File: config.mk
export PLATFORM = sky130hd
export DESIGN_NAME = draw_scheduler_flat
export DESIGN_NICKNAME = d
export VERILOG_FILES = /design/src/rtl/draw_pkg.sv /design/src/rtl/draw_scheduler_if.sv /design/src/rtl/draw_watchdog.sv /design/src/rtl/draw_scheduler.sv /design/src/flat_wrapper.sv
export SDC_FILE = /design/constraint.sdc
export NUM_CORES = 1
export LEC_CHECK = 0
export BUFFER_PORTS_ARGS = -buffer_cell sky130_fd_sc_hd__buf_2
export CAP_MARGIN = 15
export CORE_MARGIN = 4
export CORE_UTILIZATION = 51
export CTS_CLUSTER_SIZE = 24
export DETAILED_ROUTE_END_ITERATION = 10
export PLACE_DENSITY = 0.79
export SLEW_MARGIN = 10
export SYNTH_ARGS = -nofsm -noshare
export SYNTH_HDL_FRONTEND = slang
export SYNTH_SLANG_ARGS = --single-unit
export TNS_END_PERCENT = 100
File: constraint.sdc
create_clock -name clk -period 2.2 [get_ports clk]
set_clock_uncertainty 0.15 [all_clocks]
set_input_delay 0.44 -clock clk [delete_from_list [all_inputs] [get_ports clk]]
set_output_delay 0.44 -clock clk [all_outputs]
set_load 0.05 [all_outputs]
File: src/rtl/draw_pkg.sv
// Shared definitions for the frame draw scheduler and its drawer clients:
// FSM state encoding, client slot numbers and screen geometry.
package draw_pkg;

    typedef enum logic [2:0] {
        S_IDLE       = 3'd0,
        S_SELECT     = 3'd1,
        S_START      = 3'd2,
        S_WAIT       = 3'd3,
        S_GAP        = 3'd4,
        S_FRAME_DONE = 3'd5
    } state_t;

    localparam int CLIENT_MAP     = 0;
    localparam int CLIENT_SPRITE0 = 1;
    localparam int CLIENT_SPRITE1 = 2;
    localparam int CLIENT_OVERLAY = 3;

    localparam int SCREEN_W = 160;
    localparam int SCREEN_H = 120;

    // True while a client owns the buses (start pulse cycle plus waiting for done).
    function automatic logic in_bus_phase(input state_t s);
        return (s == S_START) || (s == S_WAIT);
    endfunction

endpackage

File: src/rtl/draw_scheduler_if.sv
// Scheduler <-> drawer signal bundle. The scheduler side uses the master
// modport; the top level / drawers (or a testbench) use the slave modport.
interface draw_scheduler_if #(
    parameter int NUM_CLIENTS = 4
);
    import draw_pkg::*;

    // Handshake: draw[i] is a one-cycle start pulse; client i owns the buses
    // while grant[i] is high and ends its turn with a one-cycle client_done[i]
    // pulse. Done pulses from clients that are not waiting on the bus are ignored.
    logic                   frame_tick;
    logic [NUM_CLIENTS-1:0] client_en;
    logic [NUM_CLIENTS-1:0] client_done;
    logic [NUM_CLIENTS-1:0] draw;
    logic [NUM_CLIENTS-1:0] grant;
    logic                   busy;
    logic                   frame_done;
    logic                   overrun;
    logic [NUM_CLIENTS-1:0] timeout_err;
    state_t                 state;

    modport master (
        input  frame_tick, client_en, client_done,
        output draw, grant, busy, frame_done, overrun, timeout_err, state
    );

    modport slave (
        output frame_tick, client_en, client_done,
        input  draw, grant, busy, frame_done, overrun, timeout_err, state
    );

endinterface

File: src/rtl/draw_watchdog.sv
// Per-turn watchdog: counts bus-ownership cycles and flags the last allowed one.
module draw_watchdog #(
    parameter int TIMEOUT_CYCLES = 200000,
    parameter int TO_W           = 18
) (
    input  logic clk,
    input  logic resetn,
    input  logic clear,
    input  logic en,
    output logic expired
);

    logic [TO_W-1:0] count_q;

    always_ff @(posedge clk or negedge resetn) begin
        if (!resetn) begin
            count_q <= '0;
        end else if (clear) begin
            count_q <= '0;
        end else if (en) begin
            count_q <= count_q + 1'b1;
        end
    end

    assign expired = (count_q == TO_W'(TIMEOUT_CYCLES - 1));

endmodule

File: src/rtl/draw_scheduler.sv
// Per-frame sequencer: on each accepted frame_tick, hands the shared pixel/ROM
// buses to each enabled drawer in index order, with a watchdog per turn.
module draw_scheduler
    import draw_pkg::*;
#(
    parameter int NUM_CLIENTS    = 4,
    parameter int TIMEOUT_CYCLES = 200000,
    parameter int TO_W           = 18
) (
    input  logic              clk,
    input  logic              resetn,
    draw_scheduler_if.master  bus
);

    localparam int IDX_W = (NUM_CLIENTS > 2) ? $clog2(NUM_CLIENTS) : 1;
    localparam logic [IDX_W-1:0] LAST_IDX = IDX_W'(NUM_CLIENTS - 1);

    state_t                 state_q, state_d;
    logic [IDX_W-1:0]       idx_q, idx_d;
    logic [NUM_CLIENTS-1:0] en_q, en_d;
    logic [NUM_CLIENTS-1:0] to_err_q, to_err_d;
    logic                   ov_q, ov_d;

    logic [NUM_CLIENTS-1:0] sel_onehot;
    logic                   done_hit;
    logic                   wd_expired;

    assign sel_onehot = NUM_CLIENTS'(1) << idx_q;
    assign done_hit   = |(bus.client_done & sel_onehot);

    // Counter is held at zero outside a turn, so it reads 0 in the start cycle
    // and the grant lasts at most TIMEOUT_CYCLES cycles including that cycle.
    draw_watchdog #(
        .TIMEOUT_CYCLES (TIMEOUT_CYCLES),
        .TO_W           (TO_W)
    ) u_watchdog (
        .clk     (clk),
        .resetn  (resetn),
        .clear   (!in_bus_phase(state_q)),
        .en      (in_bus_phase(state_q)),
        .expired (wd_expired)
    );

    always_ff @(posedge clk or negedge resetn) begin
        if (!resetn) begin
            state_q  <= S_IDLE;
            idx_q    <= '0;
            en_q     <= '0;
            to_err_q <= '0;
            ov_q     <= 1'b0;
        end else begin
            state_q  <= state_d;
            idx_q    <= idx_d;
            en_q     <= en_d;
            to_err_q <= to_err_d;
            ov_q     <= ov_d;
        end
    end

    always_comb begin
        state_d  = state_q;
        idx_d    = idx_q;
        en_d     = en_q;
        to_err_d = to_err_q;
        ov_d     = ov_q;

        if (bus.frame_tick && (state_q != S_IDLE)) begin
            ov_d = 1'b1;
        end

        case (state_q)
            S_IDLE: begin
                if (bus.frame_tick) begin
                    en_d    = bus.client_en;
                    idx_d   = '0;
                    state_d = S_SELECT;
                end
            end
            S_SELECT: begin
                if (|(en_q & sel_onehot)) begin
                    state_d = S_START;
                end else if (idx_q == LAST_IDX) begin
                    state_d = S_FRAME_DONE;
                end else begin
                    idx_d = idx_q + 1'b1;
                end
            end
            S_START: begin
                state_d = S_WAIT;
            end
            S_WAIT: begin
                // A done arriving in the watchdog's last cycle still counts as done.
                if (done_hit) begin
                    state_d = S_GAP;
                end else if (wd_expired) begin
                    to_err_d = to_err_q | sel_onehot;
                    state_d  = S_GAP;
                end
            end
            S_GAP: begin
                if (idx_q == LAST_IDX) begin
                    state_d = S_FRAME_DONE;
                end else begin
                    idx_d   = idx_q + 1'b1;
                    state_d = S_SELECT;
                end
            end
            S_FRAME_DONE: begin
                state_d = S_IDLE;
            end
            default: begin
                state_d = S_IDLE;
            end
        endcase
    end

    // Grant decodes straight from the state register, so an asynchronous reset
    // releases the buses without waiting for a clock edge.
    assign bus.draw        = (state_q == S_START) ? sel_onehot : '0;
    assign bus.grant       = in_bus_phase(state_q) ? sel_onehot : '0;
    assign bus.busy        = (state_q != S_IDLE);
    assign bus.frame_done  = (state_q == S_FRAME_DONE);
    assign bus.overrun     = ov_q;
    assign bus.timeout_err = to_err_q;
    assign bus.state       = state_q;

endmodule
File: src/flat_wrapper.sv
// flat-port wrapper written by rule: the top's interface ports become plain ports
module draw_scheduler_flat import draw_pkg::*;
#(
    parameter int NUM_CLIENTS    = 4,
    parameter int TIMEOUT_CYCLES = 200000,
    parameter int TO_W           = 18
)
  (clk, resetn, bus_frame_tick, bus_client_en, bus_client_done, bus_draw, bus_grant, bus_busy, bus_frame_done, bus_overrun, bus_timeout_err, bus_state);
  draw_scheduler_if #(.NUM_CLIENTS(NUM_CLIENTS)) bus_i ();
  input  logic clk;
  input  logic resetn;
  input wire logic [$bits(bus_i.frame_tick)-1:0] bus_frame_tick;
  input wire logic [$bits(bus_i.client_en)-1:0] bus_client_en;
  input wire logic [$bits(bus_i.client_done)-1:0] bus_client_done;
  output wire logic [$bits(bus_i.draw)-1:0] bus_draw;
  output wire logic [$bits(bus_i.grant)-1:0] bus_grant;
  output wire logic [$bits(bus_i.busy)-1:0] bus_busy;
  output wire logic [$bits(bus_i.frame_done)-1:0] bus_frame_done;
  output wire logic [$bits(bus_i.overrun)-1:0] bus_overrun;
  output wire logic [$bits(bus_i.timeout_err)-1:0] bus_timeout_err;
  output wire logic [$bits(bus_i.state)-1:0] bus_state;
  assign bus_i.frame_tick = bus_frame_tick;
  assign bus_i.client_en = bus_client_en;
  assign bus_i.client_done = bus_client_done;
  assign bus_draw = bus_i.draw;
  assign bus_grant = bus_i.grant;
  assign bus_busy = bus_i.busy;
  assign bus_frame_done = bus_i.frame_done;
  assign bus_overrun = bus_i.overrun;
  assign bus_timeout_err = bus_i.timeout_err;
  assign bus_state = bus_i.state;
  draw_scheduler #(.NUM_CLIENTS(NUM_CLIENTS), .TIMEOUT_CYCLES(TIMEOUT_CYCLES), .TO_W(TO_W)) u_core (.clk(clk), .resetn(resetn), .bus(bus_i));
endmodule
== After elaboration in Yosys (flattened, before gate mapping) ==
Index checks and enable logic that the tools add are counted.

* Word-level logic and storage cells: 49
* Flip-flop bits (word level): 32
* Output and inout bits: 18

* Add/sub/neg operators: 2
* Bitwise logic cells: 4
* Mux-type cells: 14
* Reduce and logical (&&, ||, !) cells: 11
* Equality and inequality tests: 11
* Shift operators: 1

{| class="wikitable"
|+ Operator list
! kind !! number
|-
| 18-bit by 1-bit adder with 18-bit output (second input constant) || 1
|-
| 18-bit == test (second input constant) || 1
|-
| 18-bit two-way mux || 1
|-
| 3-bit two-way mux || 6
|-
| 3-bit case mux with 5 select lines || 1
|-
| 3-bit AND reduction || 3
|-
| 4-bit bitwise AND || 2
|-
| 4-bit two-way mux || 2
|-
| 4-bit OR reduction || 2
|-
| 3-bit by 2-bit == test with 1-bit output (second input constant) || 2
|-
| 3-bit == test (second input constant) || 2
|-
| 2-bit two-way mux || 3
|-
| 2-bit case mux with 3 select lines || 1
|-
| 3-bit nonzero test || 2
|-
| 2-bit inequality test (second input constant) || 2
|-
| 4-bit bitwise OR || 1
|-
| 1-bit by 2-bit << shifter with 4-bit output (first input constant) || 1
|-
| 3-bit by 1-bit == test with 1-bit output (second input constant) || 1
|-
| 3-bit logical NOT || 1
|-
| 3-bit by 1-bit inequality test with 1-bit output (second input constant) || 1
|-
| 3-bit by 2-bit inequality test with 1-bit output (second input constant) || 1
|-
| 2-bit by 1-bit adder with 2-bit output (second input constant) || 1
|-
| 2-bit == test (second input constant) || 1
|-
| 2-bit AND reduction || 1
|-
| 3 further kinds || 3
|}

== Logic depth before layout (Yosys ltp) ==
Gate-level depths: netlist (run 1).

* Word-level depth: 5
* Gate-level depth with buffers: 6
* Mapped depth without buffers: 6

== By module ==
From an unflattened synthesis (run 1), not the netlist that was laid out.

* Cell total of the unflattened synthesis: 180
* Area, all modules: 1,829.3 µm²

{| class="wikitable"
|+ By module, submodules not included
! module !! cells an instance !! instances !! sequential area each (µm²) !! area an instance (µm²)
|-
| draw_watchdog || 102 || 1 || 450.4 || 980.9
|-
| draw_scheduler || 78 || 1 || 350.3 || 848.3
|}

== Worst setup path before layout (run 1) ==
Ideal clock, no wire load.

* Path type: register -> output
* Start: reg u_core.state_q[0] (netlist: u_core.bus.state[0])
* End: out bus_frame_done
* Cell stages (with the launch flop): 4
* Buffers on the path: 1
* Path slack: 0.004 ns
* Data arrival time: 1.606 ns
* Cell sequence: dfrtp_1 > buf_2 > nand2b_1 > nor2_1

* Cells in the longest elaborated chain, start to end: 1

{| class="wikitable"
|+ Ends and longest elaborated chain
! element !! line !! RTL
|-
| start: declaration || draw_scheduler.sv:18 || <nowiki>state_t state_q, state_d;</nowiki>
|-
| start signal: assignment || draw_scheduler.sv:52 || <nowiki>state_q <= state_d;</nowiki>
|-
| 3-bit == test || draw_scheduler.sv:122 || <nowiki>assign bus.frame_done = (state_q == S_FRAME_DONE);</nowiki>
|-
| end: declaration || flat_wrapper.sv:18 || <nowiki>output wire logic [$bits(bus_i.frame_done)-1:0] bus_frame_done;</nowiki>
|}

No other way between the ends.

== Worst setup path in the final report (run 1) ==
* Start: reg u_core.idx_q[0]
* End: out bus_grant[3]

* Cells in the longest elaborated chain, start to end: 2

{| class="wikitable"
|+ Ends and longest elaborated chain
! element !! line !! RTL
|-
| start: declaration || draw_scheduler.sv:19 || <nowiki>logic [IDX_W-1:0] idx_q, idx_d;</nowiki>
|-
| start signal: assignment || draw_scheduler.sv:53 || <nowiki>idx_q <= idx_d;</nowiki>
|-
| 1-bit by 2-bit << shifter with 4-bit output || draw_scheduler.sv:28 || <nowiki>assign sel_onehot = NUM_CLIENTS'(1) << idx_q;</nowiki>
|-
| 4-bit two-way mux || draw_scheduler.sv:120 || <nowiki>assign bus.grant = in_bus_phase(state_q) ? sel_onehot : '0;</nowiki>
|-
| end: declaration || flat_wrapper.sv:16 || <nowiki>output wire logic [$bits(bus_i.grant)-1:0] bus_grant;</nowiki>
|}

No other way between the ends.

==> summary.log, run 1 <==
qor: grt.first_global_vias 1394
qor: worst_hold_path.class_of_the_tightest_hold_or_removal_check primary input to flip-flop
qor: sta.final-max-slew-violation-count 0
qor: logic_synthesis.synth-main-ff-cell sky130_fd_sc_hd__dfrtp_1
qor: logic_synthesis.syn-num-nets 187
qor: drt.routed_wl 3857 µm
qor: clock_network.htree_num_levels 2
qor: die.io_pins 29
qor: sta.worst_slew_margin_rel 54.48%
qor: placed_design.detailed_place_hpwl 2803 µm
qor: grt.overflow 0
qor: clock_network.cts_buffer_depth 2
qor: logic_synthesis.synthesis.instances 171
qor: critical_path.timing.critical_path.cells ha_1, buf_4, and2_1, clkbuf_4
qor: critical_path.cp.required 1.61 ns
qor: final_layout.layout_commonest_cell sky130_fd_sc_hd__dfrtp_1
qor: die.dieWidth 67.19 µm
qor: placed_design.gp_congestion 0.8881
qor: final_layout.layout.core_utilization 61.57%
qor: final_layout.post_route_cells_drive_above_1_share 28.99%
qor: grt.wire_length_of_the_first_global_routing_pass 6796 µm
qor: power_and_ir_drop.p_per_area 1046 mW/mm²
qor: critical_path.max_stage_delay 0.43 ns
qor: logic_synthesis.mappedNetlistArea 0.001787 mm²
qor: critical_path.r2r_start u_core.idx_q[0]
qor: grt.largest_net_degree_at_the_start_of_global_routing 33
qor: sta.rsz0062_at_grt false
qor: clock_network.skew_pair_late_insertion_delay 0.34 ns
qor: logic_synthesis.synth.ff_latch_count 32
qor: drt.detailedRoute.firstPassIterationCount 4
qor: final_layout.layout-area-overhead-vs-synth 15.90%
qor: die.starting_utilization_of_the_core_area 53.13%
qor: grt.globalRouteTotalUtil 20.31%
qor: sta.worst_slew_pin_slew 0.6829 ns
qor: critical_path.crit_slowest_cell sky130_fd_sc_hd__dfrtp_1
qor: critical_path.critical_path.n_buffers_inverters 2
qor: critical_path.criticalPathCategory flip-flop to output port
qor: logic_synthesis.synth_edf_count 0
qor: final_layout.antenna-diode-count 0
qor: sta.max_freq 469.0 MHz
qor: sta.setup_viol 0
qor: logic_synthesis.ys.warnings.count 0
qor: critical_path.crit_path_end_kind output port
qor: logic_synthesis.yosys.cell_types.count 46
qor: clock_network.tritoncts built
qor: critical_path.setup.worst_path.start_class flip-flop
qor: die.core-area 0.003363 mm²
qor: run_status.result_of_the_run finished clean
qor: critical_path.critPathTopFamily flip-flops
qor: critical_path.worstPathMaxFanout 8
qor: die.placementRows 21
qor: clock_network.cts.sinks 32
qor: clock_network.cts_buffers 5
qor: power_and_ir_drop.peakVddDrop 546.0 µV
qor: sta.setup_tns 0 ns
qor: sta.final_hold_vios 0
qor: logic_synthesis.synth.yosys.seq_area_share 44.82%
qor: final_layout.most-common-layout-cells 31 x sky130_fd_sc_hd__dfrtp_1, 21 x sky130_fd_sc_hd__nor2_1, 20 x sky130_fd_sc_hd__buf_2
qor: final_layout.nNetsFinal 223
qor: sta.min_period_over_period 96.91%
qor: drt.detail_routed_via_count_per_cell 5.557
qor: job.timing.max_cap.violations 0
qor: drt.route.vias.total 1406
qor: grt.antenna_violations_before_repair 0
qor: power_and_ir_drop.cellLeakagePower 0.0009904 µW
qor: clock_network.clk_root_buffer_cell sky130_fd_sc_hd__clkbuf_4
qor: placed_design.buffer_ports.inserted 28
qor: worst_hold_path.hp-start bus_frame_tick
qor: drt.drc 0
qor: logic_synthesis.async_flop_share 100.0%
qor: drt.dr.first_iter.drc_count 74
qor: drt.routed_length_per_placed_instance 15.25 µm
qor: clock_network.clkSlewWorstSetupHoldPaths 0.11 ns
qor: die.die_area 0.004515 mm²
qor: drt.detail-route-antenna-nets 0
qor: sta.period_needed 2.132 ns
qor: die.chipHeight 67.19 µm
qor: critical_path.worst_ep_arrival_time 1.54 ns
qor: critical_path.crit_start u_core.idx_q[0]
qor: logic_synthesis.synthesis.area_per_instance 10.45 µm²
-- cells by family after synthesis --
family | Yosys count | synth area share [%]
flops | 32 | 44.82
compound gates | 26 | 12.26
mux | 6 | 3.711
fa+ha+maj | 5 | 3.501
xor+xnor | 13 | 6.373
simple gates | 77 | 25.63
buf+inv | 12 | 3.711
-- sequential cells by signal, summed over array words and instances, names as in the netlist --
register	count
u_core.bus.overrun	1
u_core.u_watchdog.count_q	18
u_core.en_q	4
u_core.bus.state	3
u_core.idx_q	2
u_core.bus.timeout_err	4
-- final timing paths --
kind	to	slack, ns	depth (start not counted)
max	bus_grant[3]	0.07	4
min	u_core.bus.overrun	0.18	2
max reg2reg	u_core.idx_q[0]	0.07	6
min reg2reg	u_core.bus.timeout_err[3]	0.31	1
max in group asynchronous	u_core.bus.state[1]	0.91	2
min in group asynchronous	u_core.bus.timeout_err[0]	0.52	2
-- where the power goes --
group          internal, µW  leakage [µW]  switching, µW  total (µW)
clock                   117     0.0000281            195         312
sequential              683      0.000425            122         805
combinational           403      0.000537            646        1050
-- through the flow --
step / area (µm²) / cells / hold WS [ns] / worst slack, ns / power (µW)
floorplan: 1787 / 171 / -0.005591 / 0.003749 / 1589
global placement: 1963 / 242 / 0.2839 / 0.1655 / 1762
detailed placement: 1963 / 242 / 0.2939 / 0.06194 / 1797
CTS: 2023 / 250 / 0.1704 / 0.0003693 / 2124
global route: 2071 / 253 / 0.1723 / 0.003172 / 2311
finish: 2071 / 253 / 0.1811 / 0.06790 / 2166
-- per-layer routing --
metal	GRT usage, %	share of wire (%)	vias to the layer above
met3	6.323	5.7	10
met2	31.66	48	47
li1	-	-	675
met4	8.354	2.6	0
met1	26.20	44	674
met5	0	0	-
-- Yosys cell counts, types with 2 or more instances --
master / number / area share, %
sky130_fd_sc_hd__dfrtp_1: 32 / 45
sky130_fd_sc_hd__nor2_1: 22 / 4.6
sky130_fd_sc_hd__nand2_1: 11 / 2.3
sky130_fd_sc_hd__xnor2_1: 10 / 4.9
sky130_fd_sc_hd__and2_1: 9 / 3.2
sky130_fd_sc_hd__nand3_1: 8 / 2.2
sky130_fd_sc_hd__a21o_1: 7 / 2.9
sky130_fd_sc_hd__ha_1: 5 / 3.5
sky130_fd_sc_hd__inv_1: 5 / 1.1
sky130_fd_sc_hd__and3_1: 4 / 1.4
sky130_fd_sc_hd__mux2_2: 4 / 2.5
sky130_fd_sc_hd__nor3_1: 4 / 1.1
sky130_fd_sc_hd__o21ai_0: 4 / 1.1
sky130_fd_sc_hd__a31oi_1: 3 / 1.1
sky130_fd_sc_hd__nand2b_1: 3 / 1.1
sky130_fd_sc_hd__nor4_1: 3 / 1.1
sky130_fd_sc_hd__xor2_1: 3 / 1.5
sky130_fd_sc_hd__a21oi_1: 2 / 0.56
sky130_fd_sc_hd__a22oi_1: 2 / 0.84
sky130_fd_sc_hd__a41o_1: 2 / 1.1
sky130_fd_sc_hd__buf_2: 2 / 0.56
sky130_fd_sc_hd__buf_6: 2 / 1.3
-- repair_timing --
item | 4_1_cts | 5_1_grt
hold buffers | 1 | 0
gates resized for setup | 2 | 10
pin swaps | 0 | 1
gates cloned | 0 | 0
buffers inserted | 0 | 3
hold endpoints to repair | 19 | 0
endpoints found under the setup margin | 4 | 9
-- area by class of cell --
type / count / area [µm²]
tap: 46 / 57.56
timing repair buffer: 35 / 215.2
fill: 297 / 1292
multi-input combinational: 127 / 927.1
clock inverter: 1 / 5.005
inverter: 6 / 22.52
clock buffer: 6 / 41.29
sequential: 32 / 802.0
Note: power is estimated with default switching activity, not from simulation.
==> inputs of run 2 (changes only) <==
--- a/config.mk
+++ b/config.mk
@@ -5,7 +5,7 @@
 export SDC_FILE = /design/constraint.sdc
 export NUM_CORES = 1
 export LEC_CHECK = 0
-export BUFFER_PORTS_ARGS = -buffer_cell sky130_fd_sc_hd__buf_2
+export BUFFER_PORTS_ARGS = -buffer_cell sky130_fd_sc_hd__buf_4
 export CAP_MARGIN = 15
 export CORE_MARGIN = 4
 export CORE_UTILIZATION = 51
==> constraint.sdc (replaced) <==
create_clock -name clk -period 2.2 [get_ports clk]
set_clock_uncertainty 0.15 [all_clocks]
set_input_delay 0.44 -clock clk [delete_from_list [all_inputs] [get_ports clk]]
set_output_delay 0.44 -clock clk [all_outputs]
set_load 0.02 [all_outputs]
==> run 2 against run 1 <==
Maximum frequency increased by 1.5%. Via count increased by 1.8%. Combinational power fell by 13%. Core utilization grew 1.7 points. Flip-flop and latch count is the same. Cell count stayed put. Sequential power is 2% higher. Final area up 2.7%.
==> summary.log, run 2 (synthesized netlist as in run 1, its figures left out) <==
qor: run_status.result_of_the_run finished clean
qor: job.timing.max_cap.violations 0
qor: grt.overflow 0
qor: grt.first_global_vias 1377
qor: sta.worst_slew_pin_slew 0.5865 ns
qor: grt.largest_net_degree_at_the_start_of_global_routing 33
qor: drt.drc 0
qor: final_layout.layout-area-overhead-vs-synth 19.05%
qor: clock_network.cts_buffer_depth 2
qor: sta.period_needed 2.101 ns
qor: power_and_ir_drop.fraction_of_power_spent_switching_nets 40.82%
qor: power_and_ir_drop.power_frac_clock 16.7%
qor: grt.antenna_violations_before_repair 0
qor: grt.wire_length_of_the_first_global_routing_pass 6403 µm
qor: sta.max_freq 476.0 MHz
qor: worst_hold_path.class_of_the_tightest_hold_or_removal_check primary input to flip-flop
qor: sta.rsz0062_at_grt false
qor: sta.worst_slew_margin_rel 60.35%
qor: power_and_ir_drop.p_switching 851.6 µW
qor: clock_network.htree_num_levels 2
qor: sta.final_hold_vios 0
qor: final_layout.most-common-layout-cells 33 x sky130_fd_sc_hd__buf_4, 30 x sky130_fd_sc_hd__dfrtp_1, 21 x sky130_fd_sc_hd__nor2_1
qor: power_and_ir_drop.peakVddDrop 666.5 µV
qor: clock_network.clkSlewWorstSetupHoldPaths 0.10 ns
qor: power_and_ir_drop.p_per_area 980.7 mW/mm²
qor: clock_network.clk_root_buffer_cell sky130_fd_sc_hd__clkbuf_4
qor: drt.detail-route-antenna-nets 0
qor: critical_path.criticalPathCategory flip-flop to output port
qor: power_and_ir_drop.comb_power_share 43.8%
qor: clock_network.cts_buffers 5
qor: final_layout.nNetsFinal 222
qor: final_layout.layout.core_utilization 63.24%
qor: final_layout.largest_register_ff_count 18
qor: sta.setup_viol 0
qor: final_layout.post_route_cells_drive_above_1_share 29.47%
qor: final_layout.max_flop_register u_core.u_watchdog.count_q
qor: placed_design.detailed_place_hpwl 2849 µm
qor: drt.detail_routed_via_count_per_cell 5.656
qor: die.dieWidth 67.19 µm
qor: sta.final-max-slew-violation-count 0
qor: final_layout.antenna-diode-count 0
qor: clock_network.tritoncts built
qor: die.placementRows 21
qor: final_layout.final.fill_count 287
qor: die.core-area 0.003363 mm²
qor: critical_path.crit_path_end_kind output port
qor: clock_network.skew_pair_late_insertion_delay 0.35 ns
qor: drt.routed_length_per_placed_instance 15.45 µm
qor: clock_network.cts.sinks 32
qor: placed_design.gp_congestion 0.9039
qor: drt.route.vias.total 1431
qor: worst_hold_path.min_path_cells 2
qor: placed_design.placement.setup.worst_slack 0.07113 ns
qor: power_and_ir_drop.cellLeakagePower 0.0009999 µW
qor: drt.detailedRoute.firstPassIterationCount 4
qor: power_and_ir_drop.internal_power 1234 µW
qor: die.starting_utilization_of_the_core_area 53.13%
qor: drt.routed_wl 3908 µm
qor: grt.globalRouteTotalUtil 19.21%
qor: power_and_ir_drop.p_seq_share 39.4%
qor: sta.worst_slack 0.09919 ns
qor: critical_path.worstPathMaxFanout 5
qor: critical_path.worst_reg2reg_path_length_in_cells 6
qor: sta.min_period_over_period 95.49%
qor: critical_path.setup.worst_path.start_class flip-flop
qor: critical_path.worst_ep_arrival_time 1.51 ns
qor: critical_path.cp.required 1.61 ns
qor: die.chipHeight 67.19 µm
qor: final_layout.layout_commonest_cell sky130_fd_sc_hd__buf_4
qor: placed_design.buffer_ports.inserted 28
qor: die.die_area 0.004515 mm²
qor: drt.dr.first_iter.drc_count 75
qor: sta.setup_tns 0 ns
qor: die.io_pins 29
==> run 2: cell count changes in the layout (fill, tap and decap cells not counted) <==
cell,before,now
sky130_fd_sc_hd__dfrtp_1,31,30
sky130_fd_sc_hd__clkinv_4,0,1
sky130_fd_sc_hd__clkbuf_1,1,0
sky130_fd_sc_hd__dfrtp_2,1,2
sky130_fd_sc_hd__buf_2,20,0
sky130_fd_sc_hd__ha_2,2,1
sky130_fd_sc_hd__clkinvlp_4,0,2
sky130_fd_sc_hd__clkinv_2,1,0
sky130_fd_sc_hd__ha_1,3,4
sky130_fd_sc_hd__buf_4,7,33
sky130_fd_sc_hd__clkbuf_4,12,5
==> run 2: routing by layer <==
metal	vias to the layer above	global-route usage, %	wire, µm
li1	679	-	-
met1	689	24.06	1592
met2	55	29.94	1956
met3	8	6.156	270
met4	0	9.367	89
met5	-	0	0
==> run 2: worst paths after layout <==
check	startpoint	slack (ns)	endpoint
setup reg to reg	u_core.idx_q[0]	0.12	u_core.idx_q[0]
hold / removal	bus_client_en[0]	0.17	u_core.en_q[0]
min in group asynchronous	resetn	0.40	u_core.u_watchdog.count_q[10]
setup / recovery	u_core.idx_q[1]	0.1	bus_grant[1]
hold reg to reg	u_core.bus.overrun	0.33	u_core.bus.overrun
max in group asynchronous	resetn	1.20	u_core.bus.state[1]
==> run 2: stage by stage <==
stage / area, µm² / instances / total power (µW) / hold slack [ns]
after floorplan: 1787 / 171 / 1435 / -0.005591
after global placement: 2026 / 241 / 1642 / 0.2416
after detailed placement: 2026 / 241 / 1683 / 0.2485
after CTS: 2097 / 250 / 2042 / 0.1475
after global routing: 2127 / 253 / 2224 / 0.1489
final: 2127 / 253 / 2086 / 0.1728
==> run 2: worst max-delay path, stage by stage, from the launching register on <==
cell,delay [ns]
sky130_fd_sc_hd__dfrtp_1,0.42
sky130_fd_sc_hd__inv_1,0.12
sky130_fd_sc_hd__ha_1,0.30
sky130_fd_sc_hd__and2_1,0.19
sky130_fd_sc_hd__buf_4,0.14
==> run 2: final cells by class <==
| type | instances | area [µm²] | share of cell area [%] |
|---|---|---|---|
| Clock inverter | 3 | 23.77 | 1.118 |
| Tap cell | 46 | 57.56 | 2.706 |
| Multi-Input combinational cell | 127 | 924.6 | 43.47 |
| Sequential cell | 32 | 803.3 | 37.76 |
| Clock buffer | 5 | 37.54 | 1.765 |
| Inverter | 6 | 22.52 | 1.059 |
| Timing Repair Buffer | 34 | 257.7 | 12.12 |
==> run 2: repair_timing <==
action / CTS / global route
endpoints found under the setup margin: 0 / 9
gates resized for setup: 0 / 4
endpoints found under the hold margin: 32 / 0
setup buffers: 0 / 3
hold buffers: 1 / 0
==> run 2: power groups by stage <==
| stage | Sequential [µW] | Combinational (µW) | Clock (µW) |
|---|---|---|---|
| after floorplan | 804 | 632 | 0 |
| after global placement | 825 | 817 | 0 |
| after detailed placement | 832 | 851 | 0 |
| after CTS | 821 | 855 | 366 |
| after global routing | 838 | 984 | 402 |
| final | 823 | 914 | 349 |
==> inputs of run 3 (changes only) <==
--- a/config.mk
+++ b/config.mk
@@ -7,7 +7,7 @@
 export LEC_CHECK = 0
 export BUFFER_PORTS_ARGS = -buffer_cell sky130_fd_sc_hd__buf_4
 export CAP_MARGIN = 15
-export CORE_MARGIN = 4
+export CORE_MARGIN = 8
 export CORE_UTILIZATION = 51
 export CTS_CLUSTER_SIZE = 24
 export DETAILED_ROUTE_END_ITERATION = 10
==> run 3 against run 2 <==
Sequential power about the same. Non-clock buffer count stayed put. Critical path depth up 1. Combinational power hardly changed. First-iteration DRC count rose by 51%. Wire length grew 0.59%. Critical endpoint is now bus_draw[1]. Worst hold slack improved by 0.015 ns. Final area fell by 0.29%. Global-route usage down 3.8 points. Clock power barely moved. Register-to-register slack lost 0.02 ns.
==> summary.log, run 3 (synthesized netlist as in run 1, its figures left out) <==
qor: sta.setup_viol 0
qor: clock_network.cts_buffers 5
qor: final_layout.largest_register_ff_count 18
qor: critical_path.cp.required 1.61 ns
qor: sta.final_hold_vios 0
qor: drt.routed_wl 3931 µm
qor: final_layout.nNetsFinal 222
qor: sta.worst_slew_pin_slew 0.4499 ns
qor: power_and_ir_drop.peakVddDrop 472.8 µV
qor: drt.detail_routed_via_count_per_cell 5.573
qor: worst_hold_path.class_of_the_tightest_hold_or_removal_check primary input to flip-flop
qor: clock_network.clk_root_buffer_cell sky130_fd_sc_hd__clkbuf_4
qor: sta.timing.hold.ws 0.1876 ns
qor: die.starting_utilization_of_the_core_area 53.13%
qor: clock_network.tritoncts built
qor: drt.dr.first_iter.drc_count 113
qor: critical_path.setup.worst_path.start_class flip-flop
qor: placed_design.buffer_ports.inserted 28
qor: power_and_ir_drop.cellLeakagePower 0.001008 µW
qor: critical_path.timing.critical_path.cells inv_2, nand2_1, nor2_2, and2_1, buf_4
qor: grt.antenna_violations_before_repair 0
qor: critical_path.max_stage_delay 0.48 ns
qor: clock_network.cts.sinks 32
qor: final_layout.post_route_cells_drive_above_1_share 27.54%
qor: sta.period_needed 2.102 ns
qor: sta.final-max-slew-violation-count 0
qor: final_layout.max_flop_register u_core.u_watchdog.count_q
qor: critical_path.critical_path.n_buffers_inverters 2
qor: clock_network.cts_buffer_depth 2
qor: die.dieWidth 75.19 µm
qor: drt.routed_length_per_placed_instance 15.54 µm
qor: final_layout.antenna-diode-count 0
qor: drt.detailedRoute.firstPassIterationCount 4
qor: final_layout.area_occupied_by_multi_input_gates 922.1 µm²
qor: final_layout.most-common-layout-cells 33 x sky130_fd_sc_hd__buf_4, 31 x sky130_fd_sc_hd__dfrtp_1, 21 x sky130_fd_sc_hd__nor2_1
qor: power_and_ir_drop.p_per_area 982.6 mW/mm²
qor: critical_path.criticalPathCategory flip-flop to output port
qor: grt.globalRouteTotalUtil 15.38%
qor: critical_path.crit_slowest_cell sky130_fd_sc_hd__dfrtp_2
qor: sta.min_period_over_period 95.53%
qor: clock_network.clkSlewWorstSetupHoldPaths 0.09 ns
qor: critical_path.critPathTopFamily flip-flops
qor: grt.largest_net_degree_at_the_start_of_global_routing 33
qor: sta.max_freq 475.8 MHz
qor: final_layout.final_cells 253
qor: final_layout.layout-area-overhead-vs-synth 18.70%
qor: final_layout.layout.core_utilization 63.06%
qor: clock_network.htree_num_levels 2
qor: critical_path.setup.reg_to_reg.worst_slack 0.1 ns
qor: die.chipHeight 75.19 µm
qor: grt.first_global_vias 1360
qor: placed_design.dp.cells 241
qor: placed_design.detailed_place_hpwl 2938 µm
qor: final_layout.final.fill_count 297
qor: sta.worst_slew_margin_rel 69.80%
qor: die.die_area 0.005654 mm²
qor: final_layout.layout_commonest_cell sky130_fd_sc_hd__buf_4
qor: die.placementRows 21
qor: critical_path.worstPathMaxFanout 9
qor: grt.wire_length_of_the_first_global_routing_pass 6568 µm
qor: placed_design.gp_congestion 0.8608
qor: die.core-area 0.003363 mm²
qor: drt.drc 0
qor: drt.detail-route-antenna-nets 0
qor: clock_network.skew_pair_late_insertion_delay 0.33 ns
qor: critical_path.crit_path_end_kind output port
qor: job.timing.max_cap.violations 0
qor: run_status.result_of_the_run finished clean
qor: final_layout.area.sequential 802.0 µm²
qor: drt.route.vias.total 1410
qor: critical_path.worst_ep_arrival_time 1.51 ns
qor: die.io_pins 29
qor: grt.overflow 0
run 3: cell types whose count changed in the layout (fill, tap and decap cells not counted), sizes merged:
cell	delta
clkbuf	+3
clkinv	-1
clkinvlp	-2
run 3: area by class of cell:
class | instances | area share (%)
Sequential cell | 32 | 37.82
Timing Repair Buffer | 34 | 12.15
Clock buffer | 8 | 2.773
Tap cell | 46 | 2.714
Multi-Input combinational cell | 127 | 43.48
Inverter | 6 | 1.062
run 3: timing repair:
item                       4_1_cts  5_1_grt
setup buffers                    0        3
setup endpoints to repair        0        5
resized for setup                0        2
hold endpoints to repair        32        0
hold buffers                     1        0
run 3: worst paths after layout:
check / from / to / cells after the start
setup / recovery: u_core.bus.state[2] / bus_draw[1] / 5
hold / removal: bus_client_en[1] / u_core.en_q[1] / 2
setup reg to reg: u_core.idx_q[0] / u_core.idx_q[0] / 6
hold reg to reg: u_core.bus.timeout_err[0] / u_core.bus.timeout_err[0] / 1
max in group asynchronous: resetn / u_core.bus.state[2] / 2
min in group asynchronous: resetn / u_core.u_watchdog.count_q[11] / 2
run 3: per-stage QoR:
step,power [µW],instance area (µm²),TNS (ns),setup WS [ns]
3_5_place_dp,1683,2026,0,0.07509
4_1_cts,2036,2095,0,0.001326
5_1_grt,2225,2121,-0.003140,-0.003140
6_report,2084,2121,0,0.09836
2_1_floorplan,1435,1787,0,0.2260
3_3_place_gp,1647,2026,0,0.1617
run 3: power by group:
group | leakage, µW | internal [µW] | switching [µW] | total [µW]
sequential | 0.000425 | 683 | 139 | 822
clock | 0.0000326 | 158 | 188 | 346
combinational | 0.000550 | 433 | 483 | 916
total | 0.00101 | 1270 | 810 | 2080
run 3: per-layer routing:
metal | up-vias | wire length, µm | global-route usage (%)
met5 | - | 0 | 0
met4 | 0 | 70 | 5.757
met3 | 8 | 232 | 4.794
met2 | 46 | 1985 | 24.47
met1 | 682 | 1642 | 18.97
li1 | 674 | - | -
